[src/rtl/mips_multicycle_ctrl.sv]
// Multi-cycle MIPS control FSM: fetch/decode/execute/memory/write-back sequencing
// with mem_ready wait states. Define MC_JUMP_EN to add the j instruction (JUMP state).
module mips_multicycle_ctrl (
  input  logic       clk,
  input  logic       rst,
  input  logic [5:0] op,
  input  logic       mem_ready,
  output logic       pc_write,
  output logic       pc_write_cond,
  output logic       i_or_d,
  output logic       mem_read,
  output logic       mem_write,
  output logic       ir_write,
  output logic       mem_to_reg,
  output logic       reg_dst,
  output logic       reg_write,
  output logic       alu_src_a,
  output logic [1:0] alu_src_b,
  output logic [1:0] alu_op,
  output logic [1:0] pc_source,
  output logic       instr_done,
  output logic       illegal_op,
  output logic [3:0] state
);

  localparam logic [3:0] S_IDLE   = 4'd0;
  localparam logic [3:0] S_FETCH  = 4'd1;
  localparam logic [3:0] S_DECODE = 4'd2;
  localparam logic [3:0] S_MEMADR = 4'd3;
  localparam logic [3:0] S_MEMRD  = 4'd4;
  localparam logic [3:0] S_MEMWB  = 4'd5;
  localparam logic [3:0] S_MEMWR  = 4'd6;
  localparam logic [3:0] S_EXEC   = 4'd7;
  localparam logic [3:0] S_ALUWB  = 4'd8;
  localparam logic [3:0] S_BRANCH = 4'd9;
`ifdef MC_JUMP_EN
  localparam logic [3:0] S_JUMP   = 4'd10;
  localparam logic [5:0] OP_J     = 6'b000010;
`endif

  localparam logic [5:0] OP_RTYPE = 6'b000000;
  localparam logic [5:0] OP_BEQ   = 6'b000100;
  localparam logic [5:0] OP_LW    = 6'b100011;
  localparam logic [5:0] OP_SW    = 6'b101011;

  logic [3:0] state_q, state_d;
  logic [5:0] op_q, op_d;

  // DECODE dispatch; an unsupported opcode falls back to FETCH and is flagged illegal.
  function automatic logic [3:0] decode_next(input logic [5:0] opcode);
    logic [3:0] nxt;
    case (opcode)
      OP_LW, OP_SW: nxt = S_MEMADR;
      OP_RTYPE:     nxt = S_EXEC;
      OP_BEQ:       nxt = S_BRANCH;
`ifdef MC_JUMP_EN
      OP_J:         nxt = S_JUMP;
`endif
      default:      nxt = S_FETCH;
    endcase
    return nxt;
  endfunction

  // State and latched-opcode registers.
  always_ff @(posedge clk or posedge rst) begin
    if (rst) begin
      state_q <= S_IDLE;
      op_q    <= 6'd0;
    end else begin
      state_q <= state_d;
      op_q    <= op_d;
    end
  end

  // Next-state logic.
  always_comb begin
    state_d = state_q;
    op_d    = op_q;
    case (state_q)
      S_IDLE: state_d = S_FETCH;
      S_FETCH: begin
        if (mem_ready) begin
          state_d = S_DECODE;
        end else begin
          state_d = S_FETCH;
        end
      end
      S_DECODE: begin
        state_d = decode_next(op);
        op_d    = op;
      end
      S_MEMADR: begin
        if (op_q == OP_LW) begin
          state_d = S_MEMRD;
        end else if (op_q == OP_SW) begin
          state_d = S_MEMWR;
        end else begin
          state_d = S_IDLE;
        end
      end
      S_MEMRD: begin
        if (mem_ready) begin
          state_d = S_MEMWB;
        end else begin
          state_d = S_MEMRD;
        end
      end
      S_MEMWR: begin
        if (mem_ready) begin
          state_d = S_FETCH;
        end else begin
          state_d = S_MEMWR;
        end
      end
      S_MEMWB:  state_d = S_FETCH;
      S_EXEC:   state_d = S_ALUWB;
      S_ALUWB:  state_d = S_FETCH;
      S_BRANCH: state_d = S_FETCH;
`ifdef MC_JUMP_EN
      S_JUMP:   state_d = S_FETCH;
`endif
      default:  state_d = S_IDLE;
    endcase
  end

  // Control outputs decoded from the registered state (FETCH strobes gated by mem_ready).
  always_comb begin
    pc_write      = 1'b0;
    pc_write_cond = 1'b0;
    i_or_d        = 1'b0;
    mem_read      = 1'b0;
    mem_write     = 1'b0;
    ir_write      = 1'b0;
    mem_to_reg    = 1'b0;
    reg_dst       = 1'b0;
    reg_write     = 1'b0;
    alu_src_a     = 1'b0;
    alu_src_b     = 2'b00;
    alu_op        = 2'b00;
    pc_source     = 2'b00;
    instr_done    = 1'b0;
    illegal_op    = 1'b0;
    case (state_q)
      S_FETCH: begin
        mem_read  = 1'b1;
        alu_src_b = 2'b01;
        ir_write  = mem_ready;
        pc_write  = mem_ready;
      end
      S_DECODE: begin
        alu_src_b = 2'b11;
        if (decode_next(op) == S_FETCH) begin
          illegal_op = 1'b1;
        end else begin
          illegal_op = 1'b0;
        end
      end
      S_MEMADR: begin
        alu_src_a = 1'b1;
        alu_src_b = 2'b10;
      end
      S_MEMRD: begin
        mem_read = 1'b1;
        i_or_d   = 1'b1;
      end
      S_MEMWB: begin
        reg_write  = 1'b1;
        mem_to_reg = 1'b1;
        instr_done = 1'b1;
      end
      S_MEMWR: begin
        mem_write  = 1'b1;
        i_or_d     = 1'b1;
        instr_done = mem_ready;
      end
      S_EXEC: begin
        alu_src_a = 1'b1;
        alu_op    = 2'b10;
      end
      S_ALUWB: begin
        reg_write  = 1'b1;
        reg_dst    = 1'b1;
        instr_done = 1'b1;
      end
      S_BRANCH: begin
        alu_src_a     = 1'b1;
        alu_op        = 2'b01;
        pc_write_cond = 1'b1;
        pc_source     = 2'b01;
        instr_done    = 1'b1;
      end
`ifdef MC_JUMP_EN
      S_JUMP: begin
        pc_write   = 1'b1;
        pc_source  = 2'b10;
        instr_done = 1'b1;
      end
`endif
      default: begin
        pc_write = 1'b0;
      end
    endcase
  end

  assign state = state_q;

endmodule

[config.mk]
export PLATFORM = sky130hd
export DESIGN_NAME = mips_multicycle_ctrl
export DESIGN_NICKNAME = d
export VERILOG_FILES = /design/src/rtl/mips_multicycle_ctrl.sv
export SDC_FILE = /design/constraint.sdc
export NUM_CORES = 1
export LEC_CHECK = 0
export CAP_MARGIN = 10
export CORE_MARGIN = 2
export CORE_UTILIZATION = 40
export DETAILED_ROUTE_END_ITERATION = 8
export PLACE_DENSITY = 0.76
export SLEW_MARGIN = 40
export SYNTH_ARGS = -nofsm -noshare
export SYNTH_HDL_FRONTEND = slang
export SYNTH_SLANG_ARGS = --single-unit
[constraint.sdc]
create_clock -name clk -period 2.4 [get_ports clk]
set_clock_uncertainty 0.1 [all_clocks]
set_input_delay 0.6 -clock clk [delete_from_list [all_inputs] [get_ports clk]]
set_output_delay 0.6 -clock clk [all_outputs]
set_load 0.03 [all_outputs]
======== Word-level counts from Yosys, hierarchy flattened ========
Index checks and enable logic that the tools add are counted.
word-level totals
  flip-flop bits (word level) ............. 10
  memories kept ........................... 0
  bits of input ports ..................... 9
  memory bits (read-only) ................. 0
  logic and storage cells ................. 49
  latch bits .............................. 0
  bits in writable memories ............... 0
  output and inout port bits .............. 22
cells by class
  $add $sub $neg .......................... 0
  magnitude comparators ................... 0
  muxes and demuxes ....................... 23
  shifts and indexed selects .............. 0
  divide/modulo/power cells ............... 0
  multiply operators ...................... 0
  bitwise gates (word level) .............. 0
  reduce and logical (&&, ||, !) cells .... 9
  equal/unequal tests ..................... 15
operator list
  kind                count
  $pmux 4 s7          1
  $eq 6x6->1 const B  4
  $eq 4x3->1 const B  4
  $mux 1              13
  $pmux 4 s3          1
  $mux 3              3
  $eq 4x1->1 const B  2
  $eq 4x2->1 const B  2
  $eq 4x4->1 const B  2
  $reduce_or 2->1     4
  $eq 6x3->1 const B  1
  $logic_not 6->1     1
  $pmux 2 s3          1
  $reduce_or 3->1     2
  $logic_not 4->1     1
  $mux 4              1
  $pmux 2 s2          1
  $reduce_or 4->1     1
  $mux 2              1
  $pmux 1 s2          1

======== Logic depth before layout (Yosys ltp) ========
  depth after elaboration ................. 7
  mapped depth ............................ 4
  gate-level depth less buffers ........... 3

======== Worst setup path after synthesis ========
OpenSTA, ideal clock, no wires.
  path kind ............................... register to output
  start point ............................. register state_q[2] (netlist: state[2])
  end point ............................... output pc_write
  data arrival time ....................... 2.004 ns
  path slack .............................. -0.304 ns
  buffers on the path ..................... 2
  stages on the path, launching flop included .. 5
  data required time ...................... 1.700 ns
  path through ............................ dfrtp_1 > buf_6 > or2_1 > nor3_1 > buf_4
on the way
  word-level cells in the longest chain between the ends .. 2
ends and longest elaborated chain
  element                 RTL line  text
  from (decl)             46        logic [3:0] state_q, state_d;
  from (signal assigned)  70        state_q <= state_d;
  $eq 4x1->1              n/a
  $mux 1                  n/a
  to (decl)               8         output logic pc_write,
No other way between the ends.

======== Worst setup path after layout ========
  start point ............................. input op[5]
  end point ............................... output illegal_op
on the way
  word-level cells in the longest chain between the ends .. 7
  elaborated cells on any way between the ends .. 10
  those cells by class .................... eq/ne (4); mux (4); reduce/logical (2)
ends and longest elaborated chain
  element          RTL line  text
  from (decl)      6         input logic [5:0] op,
  $eq 6x6->1       52        case (opcode)
  $reduce_or 2->1  52
  $pmux 4 s3 *     52
  $mux 4 *         143       case (state_q)
  $eq 4x1->1 *     152       if (decode_next(op) == S_FETCH) begin
  $mux 1 *         152
  $mux 1 *         143
  to (decl)        22        output logic illegal_op,
Every way passes the cells marked *; elsewhere a longest branch is shown, timed or not. The select of a mux whose other input is x is not followed.

==> impl_results.md <==
* Overall power at 0.974 mW
* Worst slack on hold paths at 0.397 ns
* Final period demand of the worst path at 2.36 ns
* Number of buffers inserted for hold repair after clock tree synthesis at 0
* M1 GR Usage at 22.2%
* Library cell occupying the most area in the post-synthesis netlist: sky130_fd_sc_hd__dfrtp_1
* Setup_tns at 0 ns
* DRC violations left at 0
* Initial standard-cell utilization of the core at 41.6%
* I/O pins at 31
* Arrival time worst endpoint at 1.66 ns
* Total number of vias at 697
* Clock Tree Root: sky130_fd_sc_hd__clkbuf_4
* Number of max-slew violations in the final report at 0
* Grt peak-use layer: met2
* Worst Path Max Fanout at 2
* Most instantiated cells after synthesis: sky130_fd_sc_hd__dfrtp_1 (10), sky130_fd_sc_hd__nor2_1 (8), sky130_fd_sc_hd__mux2_2 (7)
* Global-route met3 utilization at 2.38%
* Count of port buffers added during placement at 29
* Number of setup violations in the final report at 0
* Routed WL at 1670 um
* Endpoint type of the worst setup path: primary output
* Level count of the clock H-tree at 1
* Synth top area cells: sky130_fd_sc_hd__dfrtp_1 (36%), sky130_fd_sc_hd__mux2_2 (11%), sky130_fd_sc_hd__buf_4 (4.3%)
* DRC violation total after the first TritonRoute iteration at 6
* Number of global-route vias before repair at 647
* Total grt overflow at 0
* Required time at the endpoint of the critical path at 1.70 ns
* Pin count of the biggest net entering global routing at 13
* Category of the critical setup timing path: input pin to primary output
* Worst Setup Start Kind: input pin
* Async set or reset register ratio after synthesis at 100%
* Antenna violations before repair at 0
* Crit share post-route at 98.2%
* Insertion delay of the later-clocked pin in the worst-skew pair at 0.26 ns
* Syn Inst Count at 76
* Overall global routing resource usage at 18.2%
* Area of the core at 1690 um^2
* Placer congestion estimate at 0.783
* Mapped Nets at 85
* Wire length of the first global-routing pass at 2760 um
* Buffer levels on the longest clock path at 2
* Yosys Warn Count at 0
* Residual antenna-violating net count after detailed routing at 0
* Net count, final at 127
* Sequential cell area fraction in the yosys report at 35.6%
* Wire per inst at 12.4 um
* CTS tree: done
* Synthesized flop and latch total at 10
* Run status: finished clean
* Number of synthesized flops with an enable pin at 0
* Proportion of netlist area held by the largest area contributor at 35.6%
* Standard-cell row count at 15
* Clock transition at the registers of the reported paths at 0.06 ns
* Cell Count, Final, Fillers Out at 134
* Detail-routed via count per cell at 5.20
* Synthesized area per cell at 9.25 um^2
* RSZ-0062 raised after global routing: yes
* Number of iterations in the first detailed-routing pass at 4
* Max VDD drop at 0.536 mV
* Area growth from synthesis to layout at 54.4%
* Max Clk Rate at 0.424 GHz
* P per Cell Area at 897 nW/um^2
* Final Hold Fails at 0
* CTS sink count at 10
* Class of the worst hold path: flop to flop
* Cell variety after synth at 31
* Width of the chip at 45.9 um
* Post-Place Cells at 129
* Most numerous cell in the Yosys netlist: sky130_fd_sc_hd__dfrtp_1
* Primary FF master, synth: sky130_fd_sc_hd__dfrtp_1
* Antenna diodes at 0
* Detailed-placement wirelength estimate at 1360 um
* Count of maximum capacitance violations at 0
* Total Die Area at 2110 um^2
* Netlist Area Pre-Place at 703 um^2
* Leakage power at 0.528 nW
* Met2 Resource Use GR at 31.9%
* Vertical extent of the die at 45.9 um
* Total CTS buffers at 3
* Fraction of final layout cells with drive strength greater than 1 at 36.8%
what timing repair did:
item	in CTS	in global routing
pin swaps	2	2
endpoints found under the hold margin	0	0
setup endpoints to repair	11	2
resized for setup	27	3
setup buffers	0	1
area by class of cell:
| cell class | count | area, um^2 |
|---|---|---|
| tap | 17 | 21.3 |
| inverter | 2 | 7.51 |
| timing repair buffer | 44 | 362 |
| fill | 158 | 603 |
| clock buffer | 4 | 36.3 |
| sequential | 10 | 250 |
| multi-input combinational | 57 | 409 |
critical path, cell delays in order:
cell	delay (ns)
sky130_fd_sc_hd__clkbuf_2	0.09
sky130_fd_sc_hd__or4_4	0.53
sky130_fd_sc_hd__o21a_1	0.12
sky130_fd_sc_hd__o21a_1	0.18
sky130_fd_sc_hd__buf_6	0.14
per-layer routing:
| metal | vias to the layer above | share of wire [%] |
|---|---|---|
| met5 | - | 0 |
| met4 | 0 | 0.30 |
| met3 | 2 | 6.5 |
| met2 | 28 | 50 |
| met1 | 321 | 43 |
| li1 | 346 | - |
metrics by stage:
stage / setup slack, ns / area, um^2 / utilization (%)
global route: -0.00519 / 1090 / 64.3
detailed placement: -0.751 / 1060 / 63.0
global placement: -0.702 / 1060 / 63.0
CTS: -0.0522 / 1090 / 64.4
finish: 0.0439 / 1090 / 64.3
floorplan: 0.00235 / 713 / -
flip-flops by register name, indices dropped and copies added (netlist names):
signal  cells
state       4
op_q        6
power by group:
part           total (mW)  switching (mW)  internal [mW]
clock               0.148          0.0561         0.0920
sequential          0.276          0.0412          0.235
combinational       0.550           0.303          0.247
total               0.974           0.401          0.574
worst paths after layout:
path / end / start / cells after the start / slack (ns)
setup / recovery: illegal_op / op[5] / 5 / 0.04
hold / removal: state[1]$_DFF_PP0_ / op_q[3]$_DFFE_PP0P_ / 1 / 0.40
setup reg to reg: state[1]$_DFF_PP0_ / state[2]$_DFF_PP0_ / 4 / 0.82
hold reg to reg: state[1]$_DFF_PP0_ / op_q[3]$_DFFE_PP0P_ / 1 / 0.40
max in group asynchronous: state[2]$_DFF_PP0_ / rst / 2 / 1.41
min in group asynchronous: op_q[4]$_DFFE_PP0P_ / rst / 2 / 0.51
layout by cell type (no fill, tap or decap), types with 2 or more instances in the layout:
| master | synthesis | final |
|---|---|---|
| sky130_fd_sc_hd__mux2_2 | 7 | 7 |
| sky130_fd_sc_hd__nand2_1 | 3 | 3 |
| sky130_fd_sc_hd__clkbuf_4 | 0 | 3 |
| sky130_fd_sc_hd__nor2_2 | 0 | 2 |
| sky130_fd_sc_hd__a21oi_1 | 2 | 2 |
| sky130_fd_sc_hd__and2_1 | 2 | 2 |
| sky130_fd_sc_hd__nand2b_1 | 4 | 4 |
| sky130_fd_sc_hd__dlygate4sd2_1 | 0 | 10 |
| sky130_fd_sc_hd__clkdlybuf4s50_1 | 0 | 8 |
| sky130_fd_sc_hd__nand3_1 | 2 | 2 |
| sky130_fd_sc_hd__dfrtp_1 | 10 | 10 |
| sky130_fd_sc_hd__buf_4 | 4 | 21 |
| sky130_fd_sc_hd__or4bb_1 | 2 | 2 |
| sky130_fd_sc_hd__or4_4 | 1 | 2 |
| sky130_fd_sc_hd__nor2_1 | 8 | 6 |
| sky130_fd_sc_hd__or2_1 | 3 | 3 |
| sky130_fd_sc_hd__o21a_1 | 3 | 3 |
| sky130_fd_sc_hd__inv_1 | 2 | 2 |
| sky130_fd_sc_hd__o21ai_0 | 3 | 2 |
| sky130_fd_sc_hd__clkbuf_2 | 0 | 2 |
| sky130_fd_sc_hd__nor3_1 | 4 | 3 |
| sky130_fd_sc_hd__a211o_1 | 2 | 2 |
logic make-up after synthesis:
kind of cell / count (synthesis) / synth area share, %
other: 1 / 0.533
flip-flops: 10 / 35.6
multiplexers: 7 / 11.2
buffers and inverters: 9 / 8.18
AO/OA/AOI/OAI: 12 / 12.1
XOR/XNOR: 1 / 1.25
AND/OR/NAND/NOR: 36 / 31.1
(Power assumes the default switching activity.)
